<file path="src/rtl/pipe_stage_skid.sv">
// Flow-controlled pipeline register with a 2-entry skid, so in_ready comes straight from a flop.
// The control field is cleared whenever the stage holds no live word (bubble / flush).
module pipe_stage_skid #(
  parameter int WIDTH                  = 37,
  parameter int CTRL_WIDTH             = 5,
  parameter int PASS_PAYLOAD_ON_BUBBLE = 1
) (
  input  logic             clk,
  input  logic             rst_n,
  input  logic             in_valid,
  output logic             in_ready,
  input  logic [WIDTH-1:0] in_data,
  output logic             out_valid,
  input  logic             out_ready,
  output logic [WIDTH-1:0] out_data,
  input  logic             flush,
  output logic [1:0]       occupancy
);

  localparam int PW = WIDTH - CTRL_WIDTH;

  typedef enum logic [1:0] {
    ST_EMPTY = 2'd0,
    ST_ONE   = 2'd1,
    ST_TWO   = 2'd2
  } state_t;

  state_t           state_q, state_d;
  logic [WIDTH-1:0] main_q, main_d;
  logic [WIDTH-1:0] skid_q, skid_d;
  logic             out_valid_q, out_valid_d;
  logic             in_ready_q, in_ready_d;
  logic [1:0]       occupancy_q, occupancy_d;
  logic             in_fire_s;
  logic             out_fire_s;

  // A word with its control field cleared; payload kept or zeroed by parameter.
  function automatic logic [WIDTH-1:0] bubble_word(input logic [WIDTH-1:0] w);
    logic [WIDTH-1:0] r;
    r = '0;
    if (PASS_PAYLOAD_ON_BUBBLE != 0) begin
      r[PW-1:0] = w[PW-1:0];
    end else begin
      r = '0;
    end
    return r;
  endfunction

  assign in_fire_s  = in_valid & in_ready_q;
  assign out_fire_s = out_valid_q & out_ready;

  // Next-state and storage update; flush overrides every handshake.
  always_comb begin
    state_d = state_q;
    main_d  = main_q;
    skid_d  = skid_q;
    if (flush) begin
      state_d = ST_EMPTY;
      main_d  = bubble_word(main_q);
      skid_d  = bubble_word(skid_q);
    end else begin
      case (state_q)
        ST_EMPTY: begin
          if (in_fire_s) begin
            state_d = ST_ONE;
            main_d  = in_data;
          end else begin
            state_d = ST_EMPTY;
          end
        end
        ST_ONE: begin
          if (in_fire_s && out_fire_s) begin
            main_d = in_data;
          end else if (in_fire_s) begin
            state_d = ST_TWO;
            skid_d  = in_data;
          end else if (out_fire_s) begin
            state_d = ST_EMPTY;
            main_d  = bubble_word(main_q);
          end else begin
            state_d = ST_ONE;
          end
        end
        ST_TWO: begin
          // Skid always drains into main before any newer word can enter.
          if (out_fire_s) begin
            state_d = ST_ONE;
            main_d  = skid_q;
            skid_d  = bubble_word(skid_q);
          end else begin
            state_d = ST_TWO;
          end
        end
        default: begin
          state_d = ST_EMPTY;
          main_d  = bubble_word(main_q);
          skid_d  = bubble_word(skid_q);
        end
      endcase
    end
  end

  // Status outputs decoded from the next state so they leave the stage as flops.
  always_comb begin
    out_valid_d = (state_d != ST_EMPTY);
    in_ready_d  = (state_d != ST_TWO);
    case (state_d)
      ST_EMPTY: occupancy_d = 2'd0;
      ST_ONE:   occupancy_d = 2'd1;
      ST_TWO:   occupancy_d = 2'd2;
      default:  occupancy_d = 2'd0;
    endcase
  end

  // State, storage and registered status flops.
  always_ff @(posedge clk or negedge rst_n) begin
    if (!rst_n) begin
      state_q     <= ST_EMPTY;
      main_q      <= '0;
      skid_q      <= '0;
      out_valid_q <= 1'b0;
      in_ready_q  <= 1'b1;
      occupancy_q <= 2'd0;
    end else begin
      state_q     <= state_d;
      main_q      <= main_d;
      skid_q      <= skid_d;
      out_valid_q <= out_valid_d;
      in_ready_q  <= in_ready_d;
      occupancy_q <= occupancy_d;
    end
  end

  assign out_data  = main_q;
  assign out_valid = out_valid_q;
  assign in_ready  = in_ready_q;
  assign occupancy = occupancy_q;

endmodule

</file>
<file path="config.mk">
export PLATFORM = sky130hd
export DESIGN_NAME = pipe_stage_skid
export DESIGN_NICKNAME = d
export VERILOG_FILES = /design/src/rtl/pipe_stage_skid.sv
export SDC_FILE = /design/constraint.sdc
export NUM_CORES = 1
export LEC_CHECK = 0
export ABC_AREA = 1
export CORE_UTILIZATION = 46
export CTS_CLUSTER_SIZE = 8
export DETAILED_ROUTE_END_ITERATION = 6
export PLACE_DENSITY = 0.85
export SYNTH_ARGS = -nofsm -noshare
export SYNTH_HDL_FRONTEND = slang
export SYNTH_SLANG_ARGS = --single-unit
</file>
<file path="constraint.sdc">
create_clock -name clk -period 1.4 [get_ports clk]
set_input_delay 0.14 -clock clk [delete_from_list [all_inputs] [get_ports clk]]
set_output_delay 0.14 -clock clk [all_outputs]
set_load 0.1 [all_outputs]
</file>
==> reports/results.ini, run 1 <==
[finish]
regArea_um2 = 2010
fin_nets = 703
diodes = 0
drive_gt1_frac = 0.311
finish.utilization = 0.788
area_delta_synth_final_pct = 63.5
final_cell_area_um2 = 6570
multiInputGateArea_um2 = 2090
nFillCells = 437

[die]
start_util = 0.482
die_h_um = 95.5
die_w_um = 95.5
pin_count = 83
coreArea_um2 = 8340
rows = 33
die-area_um2 = 9110

[detailed_routing]
drt-wirelength-per-cell_um = 21.1
drc = 0
ant_nets = 0
drt-total-wl_um = 16200
drtPass1Iterations = 6
dr.first_iter.drc_count = 653
via_count = 4708
via_per_inst = 6.11

[worst_setup_path]
slowest_delay_ps = 660
crit_chain = nand2_8 > nor2_4 > buf_12 > clkbuf_16 > nand3_1 > nand3_1 > nand2_1 > nand2_1
critPathBufInv = 2
cp_data_required_time_ps = 1720
crit_path_max_fanout = 8
critPathCaptureType = flip-flop
critPathTopFamily = flip-flops
worst_setup_path_start_kind = flip-flop
crit_type = reg -> reg
slowest_stage = dfstp_4
arrival_ps = 1990

[pwr]
p_sw_frac = 0.501
intPower_mw = 6.64
p_total_mw = 13.3
seqPwrFrac = 0.312
p_switching_mw = 6.66
p_leak_nw = 3.27
ir_drop_mv = 1.12
p_comb_frac = 0.558
power_density_nw_per_um2 = 2020
clock_power_share = 0.130

[grt]
antenna_found_initial = 0
grt_first_pass_wirelength_um = 18600
overflow = 0
use_met3 = 0.0423
grt_usage = 0.267
busiest_layer = met2
grt_use_met1 = 0.327
grt_use_met2 = 0.446
grt_pass1_vias = 4055
grt_start_max_net_pins = 55

[logic_synthesis]
ys_top_cells_by_count = nand2_1, nand3_1, dfrtp_1, inv_1, o21ai_0
synth_top_cell_area_share = 0.492
yosysTopAreaCell = dfrtp_1
synth_flop_cell = dfrtp_1
synth.yosys.warnings = 0
ys_top_cells_by_area = dfrtp_1, nand2_1, nand3_1
synth_edf_count = 0
syn_inst = 547
synth_cell_types = 18
synth_area_um2 = 4020
synth_nets = 589
yosysSeqAreaShare = 0.499
synth_area_per_cell_um2 = 7.34
yosysMostFrequentCell = nand2_1
synthArstFlopShare = 1.00
ys_ff_latch = 80

[timing]
relSlewSlack = 0.737
timing.final.crit_share = 1.20
layout_setup_ws_ps = -279
setup_viol = 78
rsz0062_at_grt = yes
drv_slew = 0
max_clock_freq_mhz = 596
period_needed_ps = 1680
finalHoldViolCount = 0
clock_skew_ps = 16.2
fin_tns_setup_ps = -11090
tightest_slew_ps = 395

[placement]
dpl_cell_area_um2 = 5570
hpwlAfterDp_um = 7150
portBuffers = 82
place_congestion = 0.938

[cts]
clockBufferDepth = 2
clk_latency_ps = 380
cts_buffers = 9
cts.clk_slew.worst_paths_ps = 100
h-tree-depth = 3
cts_tree = done
cts-root-buf = clkbuf_8
clock-sinks = 80

[worst_hold_path]
hold_path.class = in -> async

[run]
cap_violations = 0

[outcome]
failed_checks = setup timing
run_status = complete, but fails checks

timing repair:
| action | CTS | global route |
|---|---|---|
| hold buffers | 1 | 0 |
| pin swaps | 3 | 14 |
| gates cloned | 2 | 11 |
| setup buffers | 3 | 7 |
| gates resized for setup | 18 | 135 |
| endpoints found under the hold margin | 79 | 0 |
| endpoints found under the setup margin | 74 | 78 |
state kept, by name, summed over array words and instances (netlist names):
signal / cells
skid_q: 37
out_valid: 1
state_q: 2
occupancy: 2
in_ready: 1
out_data: 37
logic make-up after synthesis:
kind of cell,share of synthesized area
AO/OA/AOI/OAI,0.0514
flip-flops,0.499
AND/OR/NAND/NOR,0.359
buffers and inverters,0.0906
worst paths after layout:
check | endpoint | start | cells past startpoint | slack [ps]
max | out_data[24] | in_ready | 8 | -280
min | out_data[16] | rst_n | 2 | 170
max reg2reg | out_data[24] | in_ready | 8 | -280
min reg2reg | skid_q[33] | skid_q[33] | 2 | 500
max in group asynchronous | out_data[33] | rst_n | 3 | 660
min in group clk | skid_q[10] | in_data[10] | 3 | 400
per-stage QoR:
| stage | setup WS (ps) | std cells | hold slack [ps] |
|---|---|---|---|
| CTS | -102 | 756 | 193 |
| finish | -279 | 771 | 169 |
| global route | -300 | 771 | 177 |
| floorplan | -233 | 547 | -156 |
| detailed placement | -189 | 734 | 14.1 |
| global placement | -125 | 734 | 10.5 |
final cells by class:
class,instances,share of cell area
flip-flops and latches,80,0.306
well taps,105,0.0200
inverters,49,0.0284
multi-input cells,389,0.319
clock buffers,12,0.0251
clock inverters,4,0.00419
repair buffers,132,0.297
worst register-to-register path, cell delays in order (launching register included):
cell	delay [ps]
dfstp_4	660
nand2_8	80
nor2_4	110
buf_12	150
clkbuf_16	170
nand3_1	140
nand3_1	160
nand2_1	80
nand2_1	70
cells in the final DEF, fill, tap and decap left out, types with 2 or more instances in the layout:
master           instances
buf_6                    8
inv_2                    4
nand3_2                  7
nand2_1                196
dfrtp_1                 77
nand4_1                  2
buf_4                   19
clkinvlp_4               3
nand2_2                 24
nand2_4                 23
nor2_4                   3
buf_8                    3
o21ai_4                  4
clkbuf_8                12
nor2_2                   4
o21ai_2                 24
clkdlybuf4s50_1         40
nor2_1                  10
inv_1                   44
nand2_8                  2
nand3_1                 79
buf_12                  52
o21ai_1                  9
clkbuf_16                9
per-layer routing:
layer	up-vias	routed length [µm]
met2	414	7740
li1	1948	-
met3	136	1790
met5	-	0
met4	0	1220
met1	2210	5500
power groups by stage:
stage               clock network, mW  logic [mW]  registers, mW
global route                     1.81        7.68           4.20
CTS                              1.66        6.59           3.84
detailed placement                  0        6.45           3.86
floorplan                           0        1.27           6.41
global placement                    0        6.33           3.83
finish                           1.72        7.42           4.15
Power figures use the tool's default switching activity.
==> inputs of run 2 (changes only) <==
Settings changed: CORE_MARGIN from default to 5, CORE_UTILIZATION 46 to 50, PLACE_DENSITY 0.85 to 0.87.
Clock period 1.4 ns to 1.8 ns, I/O delays scaled along.
==> reports/results.ini, run 2 (synthesis results as in run 1) <==
[timing]
finalHoldViolCount = 0  ; unchanged
rsz0062_at_grt = no
clock_skew_ps = 15.3  ; -0.975 ps
layout_setup_ws_ps = 139  ; +418 ps
timing.final.crit_share = 0.923  ; -0.276
fin_tns_setup_ps = 0  ; +11090 ps
drv_slew = 0  ; unchanged
period_needed_ps = 1660  ; -18.0 ps
tightest_slew_ps = 456  ; +61.5 ps
max_clock_freq_mhz = 602  ; +1.1%
setup_viol = 0  ; -100%
relSlewSlack = 0.696  ; -0.0410

[cts]
cts-root-buf = clkbuf_8
clockBufferDepth = 2  ; unchanged
cts_tree = done
cts_buffers = 9  ; unchanged
clk_latency_ps = 350  ; -30 ps
cts.clk_slew.worst_paths_ps = 80  ; -20 ps
h-tree-depth = 3  ; unchanged
clock-sinks = 80  ; unchanged

[grt]
grt_usage = 0.207  ; -0.0603
overflow = 0  ; unchanged
grt_start_max_net_pins = 67  ; +22%
grt_first_pass_wirelength_um = 16800  ; -9.6%
antenna_found_initial = 0  ; unchanged
grt_pass1_vias = 3692  ; -9.0%

[finish]
mostFrequentLayoutCell = nand2_1
fin_nets = 671  ; -4.6%
diodes = 0  ; unchanged
area_delta_synth_final_pct = 27.1
nFillCells = 665  ; +52%
final_cell_mix = nand2_1, nand3_1, dfrtp_1, buf_4, inv_1
drive_gt1_frac = 0.142  ; -0.169

[pwr]
power_density_nw_per_um2 = 1660  ; -18%
p_switching_mw = 4.24  ; -36%
p_leak_nw = 2.77  ; -15%
p_sw_frac = 0.499  ; -0.00171
seqPwrFrac = 0.330  ; +0.018
intPower_mw = 4.25  ; -36%
ir_drop_mv = 0.872  ; -22%
p_comb_frac = 0.487  ; -0.071
p_total_mw = 8.49  ; -36%
clock_power_share = 0.183  ; +0.053

[detailed_routing]
drt-total-wl_um = 9800  ; -40%
via_count = 3747  ; -20%
drtPass1Iterations = 5  ; -1
drc = 0  ; unchanged
dr.first_iter.drc_count = 231  ; -65%
drt-wirelength-per-cell_um = 13.3  ; -37%
ant_nets = 0  ; unchanged
via_per_inst = 5.09  ; -17%

[placement]
place_congestion = 0.793  ; -15%
hpwlAfterDp_um = 6900  ; -3.5%
post-place-ws_ps = 96.2  ; +285 ps
portBuffers = 82  ; unchanged

[die]
coreArea_um2 = 7770  ; -6.9%
pin_count = 83  ; unchanged
die_h_um = 99.6  ; +4.4%
die-area_um2 = 9930  ; +9.0%
start_util = 0.517  ; +0.0355
rows = 32  ; -3.0%
die_w_um = 99.6  ; +4.4%

[worst_setup_path]
worst_setup_path_start_kind = flip-flop
regToRegEndpoint = out_data[5]
arrival_ps = 1940  ; -50 ps
ff2ff_setup_slack_ps = 140  ; +420 ps
crit_start = in_ready
crit_path_end = out_data[5]
crit_type = reg -> reg
critPathCaptureType = flip-flop
r2r_cells = 7  ; -1
cp_data_required_time_ps = 2080  ; +360 ps
r2r-start = in_ready
crit_path_max_fanout = 13  ; +5

[outcome]
run_status = completed

[worst_hold_path]
hold_path.class = in -> async

[run]
cap_violations = 0  ; unchanged

-- run 2: worst max-delay path: stages, from the launching register on --
cell,delay (ps)
dfstp_4,650
nand2_1,140
o21ai_1,210
inv_1,70
nor2_2,160
buf_4,220
nand2_1,80
nand2_1,70
-- run 2: final cells by class --
cell class,count,area [µm²],share of cell area
Clock buffer,12,165,0.0324
Clock inverter,4,75.1,0.0147
Inverter,49,184,0.0360
Multi-Input combinational cell,389,1650,0.323
Sequential cell,80,2010,0.393
Tap cell,102,128,0.0250
Timing Repair Buffer,100,895,0.175
-- run 2: power groups by stage --
stage / registers, mW / clock network (mW) / logic, mW
2_1_floorplan: 4.98 / 0 / 0.974
3_3_place_gp: 2.79 / 0 / 4.06
3_5_place_dp: 2.82 / 0 / 4.15
4_1_cts: 2.80 / 1.58 / 4.16
5_1_grt: 2.88 / 1.65 / 4.39
6_report: 2.80 / 1.55 / 4.14
-- run 2: what timing repair did --
| item | CTS | global route |
|---|---|---|
| hold buffers | 1 | 0 |
| endpoints found under the hold margin | 31 | 0 |
| gates resized for setup | 0 | 1 |
| buffers inserted | 0 | 0 |
| endpoints found under the setup margin | 0 | 8 |
-- run 2: worst min-delay path by stage --
stage | from | end | slack, ps | cells after the start
detailed placement | rst_n | out_data[17] | 160 | 1
finish | rst_n | out_data[17] | 320 | 2
global placement | rst_n | out_data[17] | 150 | 1
global route | rst_n | out_data[15] | 360 | 2
floorplan | rst_n | occupancy[0] | -120 | 0
CTS | rst_n | out_data[17] | 320 | 2
-- run 2: metrics by stage --
step | cells | cell area [µm²] | util | hold slack [ps]
finish | 736 | 5100 | 0.657 | 318
detailed placement | 719 | 4850 | 0.625 | 159
global placement | 719 | 4850 | 0.625 | 155
floorplan | 547 | 4020 | - | -116
global route | 736 | 5100 | 0.657 | 359
CTS | 736 | 5100 | 0.657 | 318
-- run 2: metal layers --
metal,vias to the layer above,global-route usage,part of all wire
met4,0,0.0588,0.010
li1,1868,-,-
met3,12,0.0526,0.069
met2,131,0.347,0.49
met1,1736,0.267,0.43
met5,-,0,0
==> inputs of run 3 (changes only) <==
Settings changed: CTS_CLUSTER_DIAMETER from default to 150.
==> results of run 3 <==
Same layout as run 2: the final DEF is identical, and so are final timing and power.
